===== src/rtl/uart_pio.sv =====
// Memory-mapped UART at $FB20-$FB23: 4-deep TX/RX FIFOs, programmable bit divisor,
// level interrupt. Bus actions fire once on the rising edge of the registered strobe.
module uart_pio #(
  parameter int unsigned FIFO_DEPTH = 4,
  parameter logic [7:0]  DIV_RESET  = 8'd233
) (
  input  logic       clk,
  input  logic       rst,
  input  logic [1:0] rs,
  input  logic       en,
  input  logic       wren,
  input  logic       rden,
  input  logic [7:0] data_in,
  output logic [7:0] data_out,
  output logic       txd,
  input  logic       rxd,
  output logic       interrupt
);
  localparam int unsigned AW = $clog2(FIFO_DEPTH);

  typedef enum logic [1:0] {TX_IDLE, TX_START, TX_DATA, TX_STOP} tx_state_t;
  typedef enum logic [1:0] {RX_IDLE, RX_START, RX_DATA, RX_STOP} rx_state_t;

  tx_state_t  tx_state;
  rx_state_t  rx_state;
  logic       acc_wr, acc_wr_d, acc_rd, acc_rd_d, wr_fire, rd_fire;
  logic [1:0] rs_q;
  logic [7:0] din_q, div;
  logic       rx_ie, tx_ie, tx_ovf, rx_ovr, rx_ferr;
  logic [7:0] tx_mem [FIFO_DEPTH];
  logic [7:0] rx_mem [FIFO_DEPTH];
  logic [AW:0] tx_wp, tx_rp, rx_wp, rx_rp;
  logic       tx_empty, tx_full, rx_empty, rx_full;
  logic       tx_push, tx_pop, tx_ovf_set, rx_push, rx_pop, rx_ovr_set, rx_ferr_set, stat_clr;
  logic [7:0] tx_tmr, tx_shift, rx_tmr, rx_shift;
  logic [2:0] tx_cnt, rx_cnt;
  logic       tx_busy, rx_s1, rx_s2, rx_prev;

  assign tx_empty = (tx_wp == tx_rp);
  assign tx_full  = (tx_wp[AW] != tx_rp[AW]) && (tx_wp[AW-1:0] == tx_rp[AW-1:0]);
  assign rx_empty = (rx_wp == rx_rp);
  assign rx_full  = (rx_wp[AW] != rx_rp[AW]) && (rx_wp[AW-1:0] == rx_rp[AW-1:0]);
  assign tx_busy  = (tx_state != TX_IDLE);
  assign wr_fire  = acc_wr & ~acc_wr_d;
  assign rd_fire  = acc_rd & ~acc_rd_d;

  always_comb begin
    tx_pop      = ((tx_state == TX_IDLE) || (tx_state == TX_STOP && tx_tmr == '0)) && !tx_empty;
    tx_push     = wr_fire && (rs_q == 2'd0) && (!tx_full || tx_pop);
    tx_ovf_set  = wr_fire && (rs_q == 2'd0) && tx_full && !tx_pop;
    rx_pop      = rd_fire && (rs_q == 2'd0) && !rx_empty;
    stat_clr    = rd_fire && (rs_q == 2'd1);
    rx_push     = (rx_state == RX_STOP) && (rx_tmr == '0) && rx_s2 && (!rx_full || rx_pop);
    rx_ovr_set  = (rx_state == RX_STOP) && (rx_tmr == '0) && rx_s2 && rx_full && !rx_pop;
    rx_ferr_set = (rx_state == RX_STOP) && (rx_tmr == '0) && !rx_s2;
  end

  always_comb begin
    data_out = '0;
    if (en && rden) begin
      case (rs)
        2'd0:    data_out = rx_empty ? 8'h00 : rx_mem[rx_rp[AW-1:0]];
        2'd1:    data_out = {2'b00, tx_busy, rx_ferr, rx_ovr, ~rx_empty, tx_empty, tx_full};
        2'd2:    data_out = div;
        default: data_out = {6'b0, tx_ie, rx_ie};
      endcase
    end
  end

  // rs/data are captured with the strobe so the delayed fire still sees the first-cycle values
  always_ff @(posedge clk) begin
    if (rst) begin
      acc_wr <= 1'b0; acc_wr_d <= 1'b0; acc_rd <= 1'b0; acc_rd_d <= 1'b0;
      rs_q <= '0; din_q <= '0; div <= DIV_RESET;
      rx_ie <= 1'b0; tx_ie <= 1'b0;
      tx_ovf <= 1'b0; rx_ovr <= 1'b0; rx_ferr <= 1'b0;
      interrupt <= 1'b0;
    end else begin
      acc_wr   <= en & wren;
      acc_wr_d <= acc_wr;
      acc_rd   <= en & rden;
      acc_rd_d <= acc_rd;
      rs_q     <= rs;
      din_q    <= data_in;
      if (wr_fire && rs_q == 2'd2) div <= din_q;
      if (wr_fire && rs_q == 2'd3) begin
        rx_ie <= din_q[0];
        tx_ie <= din_q[1];
      end
      tx_ovf    <= (tx_ovf & ~stat_clr) | tx_ovf_set;
      rx_ovr    <= (rx_ovr & ~stat_clr) | rx_ovr_set;
      rx_ferr   <= (rx_ferr & ~stat_clr) | rx_ferr_set;
      interrupt <= (rx_ie & ~rx_empty) | (tx_ie & tx_empty & ~tx_busy);
    end
  end

  always_ff @(posedge clk) begin
    if (rst) begin
      tx_wp <= '0; tx_rp <= '0; rx_wp <= '0; rx_rp <= '0;
    end else begin
      if (tx_push) begin
        tx_mem[tx_wp[AW-1:0]] <= din_q;
        tx_wp <= tx_wp + 1'b1;
      end
      if (tx_pop) tx_rp <= tx_rp + 1'b1;
      if (rx_push) begin
        rx_mem[rx_wp[AW-1:0]] <= rx_shift;
        rx_wp <= rx_wp + 1'b1;
      end
      if (rx_pop) rx_rp <= rx_rp + 1'b1;
    end
  end

  always_ff @(posedge clk) begin
    if (rst) begin
      tx_state <= TX_IDLE; txd <= 1'b1; tx_tmr <= '0; tx_cnt <= '0; tx_shift <= '0;
    end else begin
      case (tx_state)
        TX_IDLE: if (tx_pop) begin
          tx_shift <= tx_mem[tx_rp[AW-1:0]]; tx_cnt <= '0; tx_tmr <= div;
          txd <= 1'b0; tx_state <= TX_START;
        end
        TX_START: if (tx_tmr == '0) begin
          tx_tmr <= div; txd <= tx_shift[0]; tx_state <= TX_DATA;
        end else tx_tmr <= tx_tmr - 8'd1;
        TX_DATA: if (tx_tmr == '0) begin
          tx_tmr <= div;
          if (tx_cnt == 3'd7) begin
            txd <= 1'b1; tx_state <= TX_STOP;
          end else begin
            txd <= tx_shift[1]; tx_shift <= tx_shift >> 1; tx_cnt <= tx_cnt + 3'd1;
          end
        end else tx_tmr <= tx_tmr - 8'd1;
        TX_STOP: if (tx_tmr == '0) begin
          if (tx_pop) begin
            tx_shift <= tx_mem[tx_rp[AW-1:0]]; tx_cnt <= '0; tx_tmr <= div;
            txd <= 1'b0; tx_state <= TX_START;
          end else tx_state <= TX_IDLE;
        end else tx_tmr <= tx_tmr - 8'd1;
        default: tx_state <= TX_IDLE;
      endcase
    end
  end

  always_ff @(posedge clk) begin
    if (rst) begin
      rx_state <= RX_IDLE; rx_tmr <= '0; rx_cnt <= '0; rx_shift <= '0;
      rx_s1 <= 1'b1; rx_s2 <= 1'b1; rx_prev <= 1'b1;
    end else begin
      rx_s1   <= rxd;
      rx_s2   <= rx_s1;
      rx_prev <= rx_s2;
      case (rx_state)
        RX_IDLE: if (rx_prev && !rx_s2) begin
          rx_tmr <= div >> 1; rx_state <= RX_START;
        end
        RX_START: if (rx_tmr == '0) begin
          rx_tmr <= div; rx_cnt <= '0;
          rx_state <= rx_s2 ? RX_IDLE : RX_DATA;
        end else rx_tmr <= rx_tmr - 8'd1;
        RX_DATA: if (rx_tmr == '0) begin
          rx_tmr <= div; rx_shift <= {rx_s2, rx_shift[7:1]};
          if (rx_cnt == 3'd7) rx_state <= RX_STOP;
          else rx_cnt <= rx_cnt + 3'd1;
        end else rx_tmr <= rx_tmr - 8'd1;
        RX_STOP: if (rx_tmr == '0) rx_state <= RX_IDLE;
          else rx_tmr <= rx_tmr - 8'd1;
        default: rx_state <= RX_IDLE;
      endcase
    end
  end
endmodule

===== config.mk =====
export PLATFORM = sky130hd
export DESIGN_NAME = uart_pio
export DESIGN_NICKNAME = d
export VERILOG_FILES = /design/src/rtl/uart_pio.sv
export SDC_FILE = /design/constraint.sdc
export NUM_CORES = 1
export LEC_CHECK = 0
export BUFFER_PORTS_ARGS = -buffer_cell sky130_fd_sc_hd__buf_2
export CAP_MARGIN = 20
export CORE_AREA = 3 3 138 140
export DETAILED_ROUTE_END_ITERATION = 10
export DIE_AREA = 0 0 141 143
export PLACE_DENSITY = 0.64
export SYNTH_ARGS = -nofsm -noshare
export SYNTH_HDL_FRONTEND = slang
export SYNTH_SLANG_ARGS = --single-unit

===== constraint.sdc =====
create_clock -name clk -period 6.9 [get_ports clk]
set_input_delay 0.345 -clock clk [delete_from_list [all_inputs] [get_ports clk]]
set_output_delay 0.345 -clock clk [all_outputs]
set_load 0.02 [all_outputs]

==> impl_metrics.ini, run 1 <==
[outcome]
status = finished, final reports clean

[timing]
slew_viol_final = 0
finalSetupViolations = 0
fin_ws_ps = 3960
relSlewSlack_pct = 38.6
worst_slew_pin_slew_ps = 919
fin_crit_sh_pct = 42.6
finalHoldViolations = 0
whs_ps = 102
rsz0062_at_grt = no
setup_tns_ps = 0
finClkSkew_ps = 8.48
max_freq_mhz = 340
finalCriticalPeriod_ps = 2940

[critical_path]
cp-end-kind = output pin
crit_arrival_ps = 2600
rrSetupSlack_ps = 4130
crit_cells = 6
crit_fanout = 8
slowest_stage = nor3b_1
crit_family = simple AND/OR/NAND/NOR gates
crit_buf_inv = 1
rr_startpoint = rx_tmr[0]
cpPeakStageDelay_ps = 760
startpoint_type = flop
r2r-end = rx_mem[0][6]
critPathRequiredTime_ps = 6550
crit_path_end = data_out[4]
critical_path_class = reg2out
path_cells = xor2_1 > nor3b_1 > nor2_1 > a221oi_1 > a211oi_1 > buf_2
rr_worst_depth = 7
startpoint = rx_wp[0]

[cells_and_area]
fin_nets = 676
instances_no_fill = 877
syn2layout_area_growth_pct = 11.9
drive_above_1_share_pct = 17.1
diodes = 0

[synthesis]
yosys_most_used_dff = dfxtp_1
synth_edf_count = 64
yosysSeqAreaShare_pct = 51.7
yosys_warnings = 0
synth.area.top_cells = edfxtp_1 27%, dfxtp_1 25%, mux4_2 5.0%
yosys.cell_types.count = 79
yosysTopAreaCell = edfxtp_1
synthArstFlopShare_pct = 0
synthesis.area_mm2 = 0.00716
syn_inst = 622
ys_seq_elements = 153
avgSynthCellArea_um2 = 11.5
postSynthNetCount = 663
yosys.area.top_type_share_pct = 26.8

[route]
viasPerCell = 5.51
post_drt_wl_per_cell_um = 17.6
drt_first_pass_iters = 5
postRouteAntennaNets = 0
vias = 4831
drc = 0
drtIter0Drc = 333
totalWireLength_um = 15500

[floorplan]
rows = 49
die_w_um = 141
core_area_mm2 = 0.0180
boundaryPins = 26
initial_utilization_pct = 39.9
die_y_um = 143
die_area_mm2 = 0.0202

[clock_tree]
cts_buffers = 17
clkTransAtPathRegs_ps = 60
clock-sinks = 153
cts_resized = 0
clk_latency_ps = 430
htreeDepth = 4
ctsLongestPathBuffers = 2
cts_tree = done
cts_hold_buffers = 0
postCtsSetupRepairBufs = 0
root_buffer = clkbuf_16

[placed_design]
numPlacedInstances = 845
hpwl_um = 10800
io_buffers = 25
place.gp.congestion = 0.829
dp_slack_ps = 4180

[global_route]
antenna_found_initial = 0
grt_overflow = 0
grt_pass1_vias = 4869
grt_pass1_wl_um = 25400
grt_max_degree = 69
grt_use_total_pct = 16.0

[pwr]
p_per_area_mw_per_mm2 = 348
p_leak_nw = 2.85
irDropWorstVdd_v = 0.000301
p_total_mw = 2.79

[min_path]
hold_class = in2reg
hold_start = rxd

[flow_run]
drv_cap = 0
-- sequential cells by signal (all words and copies together), names as in the netlist, 2 cells and up, named ones only --
| name | flops |
|---|---|
| rx_mem | 32 |
| tx_mem | 32 |
| din_q | 8 |
| div | 8 |
| rx_shift | 8 |
| rx_tmr | 8 |
| tx_shift | 8 |
| tx_tmr | 8 |
| rx_cnt | 3 |
| rx_rp | 3 |
| rx_wp | 3 |
| tx_cnt | 3 |
| tx_rp | 3 |
| tx_wp | 3 |
| rs_q | 2 |
| tx_state | 2 |
-- report_power, final --
part / leakage [nW] / switching (mW) / internal, mW
logic: 1.26 / 0.474 / 0.323
clock network: 0.277 / 0.395 / 0.503
registers: 1.31 / 0.0870 / 1.01
total: 2.85 / 0.955 / 1.83
-- cells in the mapped netlist, drive strengths merged, types with 3 or more instances --
library cell and count:
nand4 5, nor3b 13, nor4b 3, o41ai 4
a221oi 7, a21oi 36, and2 12, mux2 4
nand2 28, nor4 6, a22oi 3, nor2b 25
o21ai 15, mux4 16, clkbuf 21, mux2i 27
nand3b 7, o31ai 3, or3 3, a211o 5
or2 3, nor3 14, xnor2 9, edfxtp 64
a21o 3, o211ai 3, ha 25, inv 15
o32ai 4, o21a 4, buf 13, a31oi 3
nand3 16, and4bb 3, xor2 10, a211oi 14
nor2 55, dfxtp 89, nand2b 7, a32oi 4
-- final cells by class --
cell class              count  area [um^2]
repair buffers             28          148
clock buffers              17          425
flip-flops and latches    153         3700
well taps                 229          287
multi-input cells         420         3250
inverters                  15         56.3
clock inverters            15          141
fillers                  1625         9950
-- logic make-up after synthesis --
kind of cell	count (synthesis)	share of synthesized area, %
AND/OR/NAND/NOR	212	17.4
flip-flops	153	51.7
AO/OA/AOI/OAI	117	11.8
buffers and inverters	49	2.95
multiplexers	47	9.48
adder cells (fa/ha/maj)	25	4.37
XOR/XNOR	19	2.32
-- worst min path at each step --
stage	cells after the start	slack [ps]	endpoint
finish	2	100	rx_s1
global route	2	100	rx_s1
CTS	2	90	rx_s1
detailed placement	1	400	rx_s2
global placement	1	400	rx_s2
floorplan	1	390	rx_s2
-- layer usage --
layer  vias to the layer above  wire (um)  track usage, %
li1                       2333          -               -
met1                      2384       7180            21.1
met2                       102       7420            25.9
met3                        12        661            4.15
met4                         0        193            5.25
met5                         -          0               0
-- per-stage QoR --
step | utilization [%] | area, um^2
finish | 44.6 | 8020
global placement | 41.5 | 7450
CTS | 44.6 | 8020
floorplan | - | 7160
global route | 44.6 | 8020
detailed placement | 41.5 | 7450
-- cell usage in the layout, fill, tap and decap left out, types with 4 or more instances in the layout --
cell type | netlist | layout
dfxtp_1 | 89 | 89
edfxtp_1 | 64 | 64
nor2_1 | 55 | 55
a21oi_1 | 35 | 35
nand2_1 | 27 | 27
mux2i_1 | 27 | 27
nor2b_1 | 25 | 25
ha_1 | 25 | 25
buf_2 | 6 | 25
clkbuf_16 | 0 | 17
mux4_2 | 16 | 16
inv_1 | 15 | 15
nor3_1 | 14 | 14
o21ai_0 | 14 | 14
nand3_1 | 14 | 14
a211oi_1 | 13 | 13
xor2_1 | 10 | 10
and2_1 | 10 | 10
xnor2_1 | 9 | 9
nor3b_1 | 9 | 9
nand3b_1 | 7 | 7
nand2b_1 | 7 | 7
a221oi_1 | 5 | 5
a211o_1 | 5 | 5
nand4_1 | 5 | 5
inv_6 | 0 | 5
nor4_1 | 4 | 4
o21a_1 | 4 | 4
a32oi_1 | 4 | 4
o32ai_1 | 4 | 4
Note: power is estimated with default switching activity, not from simulation.
==> run 2: changes to the inputs <==
- PLACE_DENSITY: 0.64 -> 0.66
- clock period: 6.9 -> 2.6 ns (I/O delays scaled with it)
==> run 2 against run 1 <==
First-iteration DRC count grew 16%. Clock power grew to 2.6 times the previous value. Flip-flop and latch count is the same. Die area is the same. Clock skew grew 1.6 ps. Worst hold slack is essentially flat. Sequential power grew to 2.7 times the previous value. Routed wire length grew 4.1%. Clock-buffer cell count grew 2. Setup slack lost 3800 ps. Final area grew 2.9%.
==> impl_metrics.ini, run 2 (synthesis gave the netlist of run 1 again) <==
[global_route]
grt_pass1_vias = 5132
grt_pass1_wl_um = 26600
antenna_found_initial = 1
grt_use_total_pct = 16.7
grt_max_degree = 42
grt_overflow = 0

[route]
drc = 0
totalWireLength_um = 16100
post_drt_wl_per_cell_um = 17.8
vias = 4998
drtIter0Drc = 385
postRouteAntennaNets = 0
viasPerCell = 5.52
drt_first_pass_iters = 5

[pwr]
pwr-share-comb_pct = 29.5
clkPwrFrac_pct = 31.5
switchingPower_mw = 2.46
p_seq_share_pct = 39.0
p_total_mw = 7.45
irDropWorstVdd_v = 0.000634
switching_share_pct = 33.1
p_per_area_mw_per_mm2 = 903
p_int_mw = 4.98
p_leak_nw = 2.97

[timing]
finalCriticalPeriod_ps = 2420
fin_crit_sh_pct = 93.1
slew_viol_final = 0
worst_slew_pin_slew_ps = 619
finalSetupViolations = 0
finalHoldViolations = 0
finClkSkew_ps = 10.1
setup_tns_ps = 0
max_freq_mhz = 413
rsz0062_at_grt = no
relSlewSlack_pct = 58.2

[clock_tree]
postCtsSetupRepairBufs = 0
root_buffer = clkbuf_16
clk_latency_ps = 430
ctsLongestPathBuffers = 2
clock-sinks = 153
cts_tree = done
cts_buffers = 17
clkTransAtPathRegs_ps = 60
htreeDepth = 4

[cells_and_area]
multi_input_area_mm2 = 0.00325
fillers = 1585
seq_area_mm2 = 0.00370
layout_commonest_cell = dfxtp_1
syn2layout_area_growth_pct = 15.2
instances_no_fill = 905
postLayoutCoreUtil_pct = 45.9
fin_nets = 704
drive_above_1_share_pct = 18.6
diodes = 0
fin_area_mm2 = 0.00825
layout_common_cells = 88 x dfxtp_1, 64 x edfxtp_1, 55 x nor2_1

[placed_design]
io_buffers = 25
hpwl_um = 11400
dpl_cell_area_mm2 = 0.00758
place.gp.congestion = 0.811
numPlacedInstances = 862

[flow_run]
drv_cap = 0

[floorplan]
die_area_mm2 = 0.0202
core_area_mm2 = 0.0180
rows = 49
boundaryPins = 26
die_w_um = 141
die_y_um = 143
initial_utilization_pct = 39.9

[critical_path]
critical_path_class = reg2out
startpoint_type = flop
rrSetupSlack_ps = 260
critPathRequiredTime_ps = 2470
crit_arrival_ps = 2290
crit_fanout = 8
cp-end-kind = output pin

[min_path]
hold_class = in2reg

[outcome]
status = finished, final reports clean
[run 2: cell types whose count changed in the layout (fill, tap and decap cells not counted), sizes merged]
cell,before,now
clkinv,6,7
clkinvlp,2,1
dlygate4sd3,0,11
inv,21,19
clkbuf,17,19
buf,28,45
[run 2: path summary, 6_finish.rpt]
path | cells past startpoint | startpoint | to
min | 2 | rs[0] | rs_q[0]
max | 7 | rx_wp[0] | data_out[3]
min reg2reg | 1 | rx_s1 | rx_s2
max reg2reg | 8 | rx_tmr[0] | rx_tmr[4]
[run 2: worst max-delay path, stage by stage, from the launching register on]
cell      delay [ps]
dfxtp_1          430
xor2_1           240
nor3b_1           80
buf_4            170
nor2_1           210
a221oi_1         120
a211oi_1         370
buf_2            240
[run 2: area by class of cell]
type | count | area share [%]
clock inverter | 13 | 1.44
multi-input combinational | 420 | 39.5
clock buffer | 19 | 5.37
tap | 229 | 3.47
inverter | 15 | 0.683
timing repair buffer | 56 | 4.67
sequential | 153 | 44.9
[run 2: metrics by stage]
stage               setup WS (ps)  hold slack (ps)
floorplan                     288              234
global placement              408              329
detailed placement            291              327
CTS                          90.4             76.1
global route                 67.2              114
finish                        179              101
[run 2: metal layers]
| layer | up-vias | global-route usage [%] | wire length [um] |
|---|---|---|---|
| met2 | 137 | 28.1 | 8010 |
| met3 | 49 | 4.35 | 738 |
| met1 | 2417 | 20.3 | 6810 |
| met5 | - | 0 | 13 |
| met4 | 2 | 7.29 | 504 |
| li1 | 2393 | - | - |
[run 2: repair_timing]
action / in CTS / in global routing
gates resized for setup: 0 / 1
hold buffers: 11 / 0
setup endpoints to repair: 0 / 1
hold endpoints to repair: 10 / 0
[run 2: power groups by stage]
stage | combinational [mW] | clock, mW | sequential [mW]
floorplan | 1.76 | 0 | 2.87
global placement | 2.10 | 0 | 2.94
detailed placement | 2.17 | 0 | 2.95
CTS | 2.19 | 2.39 | 2.90
global route | 2.43 | 2.50 | 2.94
finish | 2.19 | 2.35 | 2.91
